<file path="config.mk">
export PLATFORM = sky130hd
export DESIGN_NAME = reset_seq_ctrl
export DESIGN_NICKNAME = d
export VERILOG_FILES = /design/src/rtl/reset_seq_ctrl_pkg.sv /design/src/rtl/rst_seq_edge_det.sv /design/src/rtl/reset_seq_ctrl.sv
export SDC_FILE = /design/constraint.sdc
export NUM_CORES = 1
export LEC_CHECK = 0
export ABC_AREA = 0
export BUFFER_PORTS_ARGS = -buffer_cell sky130_fd_sc_hd__buf_2
export CELL_PAD_IN_SITES_DETAIL_PLACEMENT = 1
export CELL_PAD_IN_SITES_GLOBAL_PLACEMENT = 2
export CORE_MARGIN = 5
export CORE_UTILIZATION = 37
export CTS_BUF_LIST = sky130_fd_sc_hd__clkbuf_8
export CTS_CLUSTER_SIZE = 30
export DETAILED_ROUTE_END_ITERATION = 6
export PLACE_DENSITY = 0.95
export SLEW_MARGIN = 20
export SYNTH_ARGS = -nofsm -noshare
export SYNTH_HDL_FRONTEND = slang
export SYNTH_SLANG_ARGS = --single-unit
</file>
<file path="constraint.sdc">
create_clock -name clk -period 3.4 [get_ports clk]
set_input_delay 0.34 -clock clk [delete_from_list [all_inputs] [get_ports clk]]
set_output_delay 0.34 -clock clk [all_outputs]
set_load 0.01 [all_outputs]
</file>
<file path="src/rtl/reset_seq_ctrl_pkg.sv">
// Shared types and default constants for the reset sequencer.
// The optional statistics block is enabled with RST_SEQ_STATS_EN.
package reset_seq_ctrl_pkg;

    typedef enum logic [1:0] {
        IDLE    = 2'd0,
        ASSERT  = 2'd1,
        RELEASE = 2'd2,
        DONE    = 2'd3
    } seq_state_t;

    localparam int DEF_NUM_SRC     = 3;
    localparam int DEF_NUM_STAGES  = 2;
    localparam int DEF_HOLD_CYCLES = 4;
    localparam int DEF_DATA_W      = 2;

    // Counter/index width; never collapses to zero bits for a count of one.
    function automatic int width_of(input int n);
        return (n > 1) ? $clog2(n) : 1;
    endfunction

    localparam int DEF_CNT_W = width_of(DEF_HOLD_CYCLES);

endpackage

</file>
<file path="src/rtl/rst_seq_edge_det.sv">
// Per-source masked rising-edge detect feeding a sticky pending vector.
// With RST_SEQ_STATS_EN the raw edge vector is exported for overrun detection.
module rst_seq_edge_det
    import reset_seq_ctrl_pkg::*;
#(
    parameter int NUM_SRC = DEF_NUM_SRC
) (
    input  logic               clk,
    input  logic               rst,
    input  logic [NUM_SRC-1:0] req_src,
    input  logic [NUM_SRC-1:0] src_mask,
    input  logic               take,
    output logic [NUM_SRC-1:0] pending
`ifdef RST_SEQ_STATS_EN
    ,
    output logic [NUM_SRC-1:0] edges
`endif
);

    logic [NUM_SRC-1:0] live;
    logic [NUM_SRC-1:0] hist;
    logic [NUM_SRC-1:0] rise;

    assign live = req_src & ~src_mask;
    assign rise = live & ~hist;

`ifdef RST_SEQ_STATS_EN
    assign edges = rise;
`endif

    // An edge landing in the same cycle the vector is consumed is kept.
    always_ff @(posedge clk) begin
        if (rst) begin
            hist    <= '0;
            pending <= '0;
        end else begin
            hist    <= live;
            pending <= (take ? '0 : pending) | rise;
        end
    end

endmodule

</file>
<file path="src/rtl/reset_seq_ctrl.sv">
// Reset sequencer: merges request sources into timed, ordered per-stage clears
// for the owned pipeline. Define RST_SEQ_STATS_EN to add seq_count/overrun.
//
// state   | meaning
// IDLE    | no sequence, all stages running
// ASSERT  | every stage held in clear for one hold period
// RELEASE | stages let go one per hold period, lowest index first
// DONE    | single ack cycle, then IDLE or a back-to-back ASSERT
module reset_seq_ctrl
    import reset_seq_ctrl_pkg::*;
#(
    parameter int NUM_SRC     = DEF_NUM_SRC,
    parameter int NUM_STAGES  = DEF_NUM_STAGES,
    parameter int HOLD_CYCLES = DEF_HOLD_CYCLES,
    parameter int DATA_W      = DEF_DATA_W
) (
    input  logic                  clk,
    input  logic                  rst,
    input  logic [NUM_SRC-1:0]    req_src,
    input  logic [NUM_SRC-1:0]    src_mask,
    input  logic [DATA_W-1:0]     data_in,
    output logic [DATA_W-1:0]     data_out,
    output logic [NUM_STAGES-1:0] stage_clr,
    output logic                  busy,
    output logic                  ack,
    output logic [NUM_SRC-1:0]    cause
`ifdef RST_SEQ_STATS_EN
    ,
    output logic [7:0]            seq_count,
    output logic                  overrun
`endif
);

    localparam int CNT_W = width_of(HOLD_CYCLES);
    localparam int IDX_W = width_of(NUM_STAGES);
    localparam logic [CNT_W-1:0] CNT_TC = CNT_W'(HOLD_CYCLES - 1);

    seq_state_t            state;
    seq_state_t            state_nxt;
    logic [CNT_W-1:0]      cnt;
    logic [CNT_W-1:0]      cnt_nxt;
    logic [IDX_W-1:0]      idx;
    logic [IDX_W-1:0]      idx_nxt;
    logic [NUM_STAGES-1:0] clr_nxt;
    logic [NUM_SRC-1:0]    pending;
    logic                  take;
    logic                  tc;
    logic [DATA_W-1:0]     pipe [NUM_STAGES];

`ifdef RST_SEQ_STATS_EN
    logic [NUM_SRC-1:0]    edges;
`endif

    rst_seq_edge_det #(
        .NUM_SRC (NUM_SRC)
    ) u_edge_det (
        .clk      (clk),
        .rst      (rst),
        .req_src  (req_src),
        .src_mask (src_mask),
        .take     (take),
        .pending  (pending)
`ifdef RST_SEQ_STATS_EN
        ,
        .edges    (edges)
`endif
    );

    assign take = ((state == IDLE) || (state == DONE)) && (pending != '0);
    assign tc   = (cnt == CNT_TC);

    always_comb begin
        state_nxt = state;
        cnt_nxt   = '0;
        idx_nxt   = idx;
        clr_nxt   = stage_clr;
        case (state)
            IDLE: begin
                clr_nxt = '0;
                if (take) begin
                    state_nxt = ASSERT;
                    clr_nxt   = '1;
                end
            end
            ASSERT: begin
                clr_nxt = '1;
                // The end of the assert period is also stage 0's release point.
                if (tc) begin
                    state_nxt  = RELEASE;
                    clr_nxt[0] = 1'b0;
                    idx_nxt    = IDX_W'(1);
                end else begin
                    cnt_nxt = cnt + 1'b1;
                end
            end
            RELEASE: begin
                if (stage_clr == '0) begin
                    state_nxt = DONE;
                end else if (tc) begin
                    for (int k = 0; k < NUM_STAGES; k++) begin
                        if (k == int'(idx)) clr_nxt[k] = 1'b0;
                    end
                    idx_nxt = idx + 1'b1;
                end else begin
                    cnt_nxt = cnt + 1'b1;
                end
            end
            DONE: begin
                clr_nxt = '0;
                idx_nxt = '0;
                if (take) begin
                    state_nxt = ASSERT;
                    clr_nxt   = '1;
                end else begin
                    state_nxt = IDLE;
                end
            end
            default: begin
                state_nxt = IDLE;
                clr_nxt   = '0;
            end
        endcase
    end

    always_ff @(posedge clk) begin
        if (rst) begin
            state     <= ASSERT;
            cnt       <= '0;
            idx       <= '0;
            stage_clr <= '1;
            busy      <= 1'b1;
            ack       <= 1'b0;
            cause     <= '0;
        end else begin
            state     <= state_nxt;
            cnt       <= cnt_nxt;
            idx       <= idx_nxt;
            stage_clr <= clr_nxt;
            busy      <= (state_nxt == ASSERT) || (state_nxt == RELEASE);
            ack       <= (state_nxt == DONE);
            if (take) cause <= pending;
        end
    end

    always_ff @(posedge clk) begin
        if (rst) begin
            for (int k = 0; k < NUM_STAGES; k++) pipe[k] <= '0;
        end else begin
            pipe[0] <= stage_clr[0] ? '0 : data_in;
            for (int k = 1; k < NUM_STAGES; k++) begin
                pipe[k] <= stage_clr[k] ? '0 : pipe[k-1];
            end
        end
    end

    assign data_out = pipe[NUM_STAGES-1];

`ifdef RST_SEQ_STATS_EN
    // A repeat edge on a source still waiting to be consumed is an overrun.
    always_ff @(posedge clk) begin
        if (rst) begin
            seq_count <= '0;
            overrun   <= 1'b0;
        end else begin
            if ((state == DONE) && (seq_count != 8'hFF)) seq_count <= seq_count + 8'd1;
            if (((edges & pending) != '0) && !take) overrun <= 1'b1;
        end
    end
`endif

endmodule
</file>
==> results of run 1 <==
-- power breakdown --
| group | switching, uW | leakage [uW] | internal [uW] |
|---|---|---|---|
| Clock | 86.8 | 0.0000357 | 157 |
| Sequential | 43.9 | 0.000180 | 306 |
| Combinational | 150 | 0.000258 | 105 |
| Total | 281 | 0.000473 | 568 |
-- registers in the layout, summed over array words and instances (netlist names) --
signal	flops
pipe	4
u_edge_det.hist	3
ack	1
busy	1
u_edge_det.pending	3
idx	1
cause	3
cnt	2
stage_clr	2
state	2
-- final timing paths --
path,slack (ns),end,cells after the start,startpoint
min,0.24,u_edge_det.hist[2],2,src_mask[2]
max,1.32,busy,7,state[1]
max reg2reg,1.32,busy,7,state[1]
min reg2reg,0.43,cnt[0],1,cnt[0]
-- layer usage --
metal / vias to the layer above / wire, um
met5: - / 0
met4: 0 / 0
met3: 0 / 112
met2: 16 / 1080
met1: 375 / 894
li1: 393 / -
-- cell usage after synthesis (2+ instances only) --
cell and instances:
ha_1 8, inv_1 11, buf_2 3, buf_4 3, a31oi_1 2, dfxtp_1 22
o21ai_0 7, nor2_1 6, nand2_1 3, o32ai_1 2, a211oi_1 2, and2_1 2
or3_1 2, nor2b_1 3, a21oi_1 5, o21a_1 2, a22o_1 3, nor3b_1 5
-- critical path, cell delays in order, from the launching register on --
cell	delay, ns
dfxtp_1	0.43
inv_1	0.12
ha_1	0.22
nor2b_1	0.16
o32ai_1	0.35
o31ai_1	0.14
ha_1	0.30
or2_2	0.27
-- area by class of cell --
class | instances | area [um2] | share of cell area
well taps | 30 | 37.5 | 0.0327
flip-flops and latches | 22 | 440 | 0.383
inverters | 11 | 41.3 | 0.0359
clock buffers | 3 | 41.3 | 0.0359
clock inverters | 1 | 30.0 | 0.0261
repair buffers | 18 | 90.1 | 0.0784
multi-input cells | 64 | 468 | 0.407
-- stage by stage --
step | total power [uW] | hold slack, ns | std cells | util | setup WS, ns
5_1_grt | 916 | 0.249 | 149 | 0.451 | 1.14
4_1_cts | 859 | 0.238 | 149 | 0.451 | 1.31
6_report | 849 | 0.243 | 149 | 0.451 | 1.32
2_1_floorplan | 547 | 0.404 | 105 | - | 1.52
3_5_place_dp | 614 | 0.419 | 145 | 0.423 | 1.33
3_3_place_gp | 596 | 0.414 | 145 | 0.423 | 1.44
-- logic make-up (layout without fill, tap and decap cells) --
| logic type | count (synthesis) | count (layout) | share of synthesized area |
|---|---|---|---|
| buf+inv | 19 | 33 | 0.0936 |
| simple gates | 26 | 26 | 0.156 |
| compound gates | 30 | 30 | 0.211 |
| fa+ha+maj | 8 | 8 | 0.0999 |
| flops | 22 | 22 | 0.439 |
==> impl_metrics.env, run 1 <==
export IMPL_status="finished, final reports clean"
export IMPL_skew_ns=0.00191
export IMPL_antenna_left=0
export IMPL_areaGrowthSynthToFinish_pct=14.6
export IMPL_finalMaxSlewViolations=0
export IMPL_cts_tree="done"
export IMPL_drc=0
export IMPL_setup_viol=0
export IMPL_fmax_mhz=482
export IMPL_synth_cells=105
export IMPL_grt_use_met2=0.229
export IMPL_final_net_count=138
export IMPL_drt_iter0_drc=9
export IMPL_io_pins=19
export IMPL_ys_seq_area_frac=0.439
export IMPL_start_util=0.394
export IMPL_fillers=299
export IMPL_finalSetupTns_ns=0
export IMPL_post_cts_resize_count=0
export IMPL_synth_seq_cells=22
export IMPL_vias=784
export IMPL_grt_setup_unrepaired="no"
export IMPL_place_area_um2=1080
export IMPL_grtUsageMet1=0.140
export IMPL_dieHeight_um=62.0
export IMPL_synth_edf_count=0
export IMPL_grt_pass1_vias=804
export IMPL_clock_path_buffers=2
export IMPL_wl_um=2080
export IMPL_clkTransAtPathRegs_ns=0.08
export IMPL_firstDrtPassIters=2
export IMPL_crit_type="register to register"
export IMPL_cts_sinks=22
export IMPL_peakVddDrop_uv=455
export IMPL_use_met3=0.0455
export IMPL_cp_max_fo=6
export IMPL_die_area_um2=3850
export IMPL_gp_congestion=0.780
export IMPL_synth_distinct_cells=32
export IMPL_coreArea_um2=2540
export IMPL_ctsHoldBuffers=0
export IMPL_die_w_um=62.0
export IMPL_h_tree_depth=1
export IMPL_hold_viol=0
export IMPL_grt_use_total=0.125
export IMPL_p_per_area_nw_per_um2=739
export IMPL_cap_violations=0
export IMPL_cts_made_buffers=3
export IMPL_synthTopCellsByArea="dfxtp_1 (44%), ha_1 (10%), inv_1 (4.1%)"
export IMPL_min_period_ns=2.08
export IMPL_syn_area_um2=1000
export IMPL_clockRootBuffer="clkbuf_8"
export IMPL_required_ns=3.56
export IMPL_design_area_um2=1150
export IMPL_dominantRegCellSynth="dfxtp_1"
export IMPL_grt_busiest_layer="met2"
export IMPL_yosysWarnings=0
export IMPL_synth_nets=123
export IMPL_grt_start_max_net_pins=20
export IMPL_crit_arrival_ns=2.23
export IMPL_netlist_area_leader_share=0.439
export IMPL_power_leakage_uw=0.000473
export IMPL_yosysTopAreaCell="dfxtp_1"
export IMPL_final_common_cell="dfxtp_1"
export IMPL_syn_avg_cell_area_um2=9.54
export IMPL_dp_hpwl_um=1570
export IMPL_row_count=18
export IMPL_wire_per_inst_um=14.0
export IMPL_hold_path_class="primary input to register"
export IMPL_antenna_found_initial=0
export IMPL_layout_drive_gt1_share=0.210
export IMPL_end_kind="register"
export IMPL_portBuffers=18
export IMPL_grt_pass1_wl_um=3560
export IMPL_insertion_delay_ns=0.26
export IMPL_fin_crit_sh=0.611
export IMPL_worstSetupStartpointType="register"
export IMPL_grt_overflow=0
export IMPL_final_cell_mix="dfxtp_1 (22), buf_2 (18), inv_1 (11), ha_1 (8), o21ai_0 (7)"
export IMPL_diodes=0
export IMPL_max_slew_margin_rel=0.756
export IMPL_viasPerCell=5.26
export IMPL_post_cts_buffers=0
export IMPL_worstMarginPinSlew_ns=0.365
export IMPL_synth_async_reset_ratio=0
(Power assumes the default switching activity.)
==> run 2, diff against run 1 <==
Settings changed: ABC_AREA 0 to 1, CORE_UTILIZATION 37 to 33, PLACE_DENSITY 0.95 to 0.92.
Clock period 3.4 ns to 2.2 ns, I/O delays scaled along.
==> run 2 against run 1 <==
Net effect:
- flip-flop and latch count is the same
- maximum frequency rose by 4.9%
- non-clock buffer count did not move
- combinational power is 22% higher
- hold slack worse by 0.044 ns
- critical endpoint unchanged
- largest power group unchanged
==> impl_metrics.env, run 2 <==
export IMPL_critPathMostFrequentCell="ha_1"
export IMPL_p_sw_uw=369
export IMPL_crit_chain="inv_1 -> ha_1 -> inv_2 -> nand2_2 -> nand3b_1 -> nand2_1 -> ha_1 -> or2_2"
export IMPL_post_cts_buffers=0
export IMPL_dp_hpwl_um=1740
export IMPL_yosysWarnings=0
export IMPL_required_ns=2.36
export IMPL_firstDrtPassIters=4
export IMPL_synth_cells=130
export IMPL_crit_type="register to register"
export IMPL_synthTopCellsByCount="nand2_1 (25), dfxtp_1 (22), inv_1 (15), nand3_1 (10), nor2_1 (9)"
export IMPL_areaGrowthSynthToFinish_pct=16.3
export IMPL_worstMarginPinSlew_ns=0.404
export IMPL_drc=0
export IMPL_hold_path_class="primary input to register"
export IMPL_io_pins=19
export IMPL_fmax_mhz=506
export IMPL_die_area_um2=4480
export IMPL_power_leakage_uw=0.000592
export IMPL_coreArea_um2=3080
export IMPL_ys_seq_area_frac=0.412
export IMPL_syn_avg_cell_area_um2=8.22
export IMPL_finalMaxSlewViolations=0
export IMPL_slowest_stage="dfxtp_1"
export IMPL_wire_per_inst_um=11.5
export IMPL_clock_path_buffers=2
export IMPL_grt_setup_unrepaired="no"
export IMPL_layout_drive_gt1_share=0.272
export IMPL_insertion_delay_ns=0.27
export IMPL_grt_start_max_net_pins=19
export IMPL_p_clk_frac=0.316
export IMPL_dominantRegCellSynth="dfxtp_1"
export IMPL_p_seq_frac=0.421
export IMPL_path_delay_family="adder cells"
export IMPL_setup_viol=0
export IMPL_die_w_um=66.9
export IMPL_vias=875
export IMPL_max_slew_margin_rel=0.730
export IMPL_peakVddDrop_uv=432
export IMPL_diodes=0
export IMPL_synth_distinct_cells=30
export IMPL_row_count=20
export IMPL_internal_power_uw=822
export IMPL_top_register="pipe"
export IMPL_viasPerCell=4.58
export IMPL_fillers=397
export IMPL_start_util=0.347
export IMPL_largest_reg_flops=4
export IMPL_place_inst=187
export IMPL_cp_max_fo=5
export IMPL_syn_area_um2=1070
export IMPL_synth_edf_count=0
export IMPL_synth_nets=148
export IMPL_crit_arrival_ns=2.14
export IMPL_ctsHoldBuffers=0
export IMPL_wl_um=2200
export IMPL_synthTopCellsByArea="dfxtp_1 (41%), ha_1 (9.4%), nand2_1 (8.8%)"
export IMPL_p_per_area_nw_per_um2=958
export IMPL_netlist_area_leader_share=0.412
export IMPL_end_kind="register"
export IMPL_yosysMostFrequentCell="nand2_1"
export IMPL_status="finished, final reports clean"
export IMPL_portBuffers=18
export IMPL_yosysTopAreaCell="dfxtp_1"
export IMPL_cts_tree="done"
export IMPL_grt_overflow=0
export IMPL_finalSetupTns_ns=0
export IMPL_cts_sinks=22
export IMPL_antenna_found_initial=0
export IMPL_comb_power_share=0.262
export IMPL_synth_async_reset_ratio=0
export IMPL_grt_pass1_vias=937
export IMPL_final_net_count=166
export IMPL_synth_seq_cells=22
export IMPL_skew_ns=0.0116
export IMPL_dieHeight_um=66.9
export IMPL_h_tree_depth=1
export IMPL_p_sw_frac=0.310
export IMPL_hold_viol=0
export IMPL_antenna_left=0
export IMPL_grt_pass1_wl_um=4020
export IMPL_fin_crit_sh=0.899
export IMPL_path_buf_inv=2
export IMPL_min_period_ns=1.98
export IMPL_cts_made_buffers=3
export IMPL_instances_no_fill=191
export IMPL_gp_congestion=0.873
export IMPL_worstSetupStartpointType="register"
export IMPL_final_common_cell="nand2_1"
export IMPL_drt_iter0_drc=18
export IMPL_clockRootBuffer="clkbuf_8"
export IMPL_clkTransAtPathRegs_ns=0.09
export IMPL_critPathMaxStageDelay_ns=0.42
export IMPL_post_cts_resize_count=0
export IMPL_final_cell_mix="nand2_1 (25), dfxtp_1 (22), buf_2 (18), inv_1 (15), nand3_1 (10)"
export IMPL_grt_use_total=0.118
export IMPL_cap_violations=0
-- run 2: layout make-up --
class / count / area [um2] / area share
Multi-Input combinational cell: 83 / 507 / 0.408
Sequential cell: 22 / 440 / 0.354
Timing Repair Buffer: 18 / 90.1 / 0.0725
Inverter: 20 / 78.8 / 0.0634
Tap cell: 44 / 55.1 / 0.0443
Clock buffer: 3 / 41.3 / 0.0332
Clock inverter: 1 / 30.0 / 0.0242
-- run 2: worst paths after layout --
path	start	end	depth (start not counted)	slack, ns
worst min-delay path	req_src[0]	u_edge_det.hist[0]	3	0.20
worst max-delay path	state[0]	busy	8	0.22
worst min register to register	u_edge_det.hist[0]	u_edge_det.pending[0]	1	0.43
worst max register to register	state[0]	busy	8	0.22
-- run 2: routing by layer --
layer  up-vias  wire (um)  GRT usage
li1        444          -          -
met1       412        939      0.123
met2        17       1110      0.215
met3         2        141     0.0489
met4         0         11     0.0354
met5         -          0          0
-- run 2: per-stage QoR --
step                utilization  hold slack (ns)  power (uW)  area (um2)  setup WS, ns
global placement          0.380            0.418         812        1170         0.307
global route              0.404            0.198        1290        1240        0.0366
CTS                       0.404            0.195        1220        1240         0.195
finish                    0.404            0.199        1190        1240         0.222
floorplan                     -            0.364         740        1070         0.419
detailed placement        0.380            0.424         831        1170         0.214
-- run 2: logic make-up after synthesis --
family	count (synthesis)	synth area share
DFF	22	0.412
and+or+nand+nor	61	0.285
buffers and inverters	25	0.114
AOI/OAI and AO/OA	14	0.0960
adders and majority gates	8	0.0937
-- run 2: tightest hold or removal path: stages --
cell and delay, ns:
buf_2 0.07, nand2_1 0.06, nor2_1 0.07
-- run 2: power groups by stage --
stage | Clock, uW | Combinational, uW | Sequential (uW)
2_1_floorplan | 0 | 227 | 513
3_3_place_gp | 0 | 304 | 508
3_5_place_dp | 0 | 319 | 512
4_1_cts | 393 | 323 | 503
5_1_grt | 407 | 369 | 512
6_report | 376 | 312 | 502
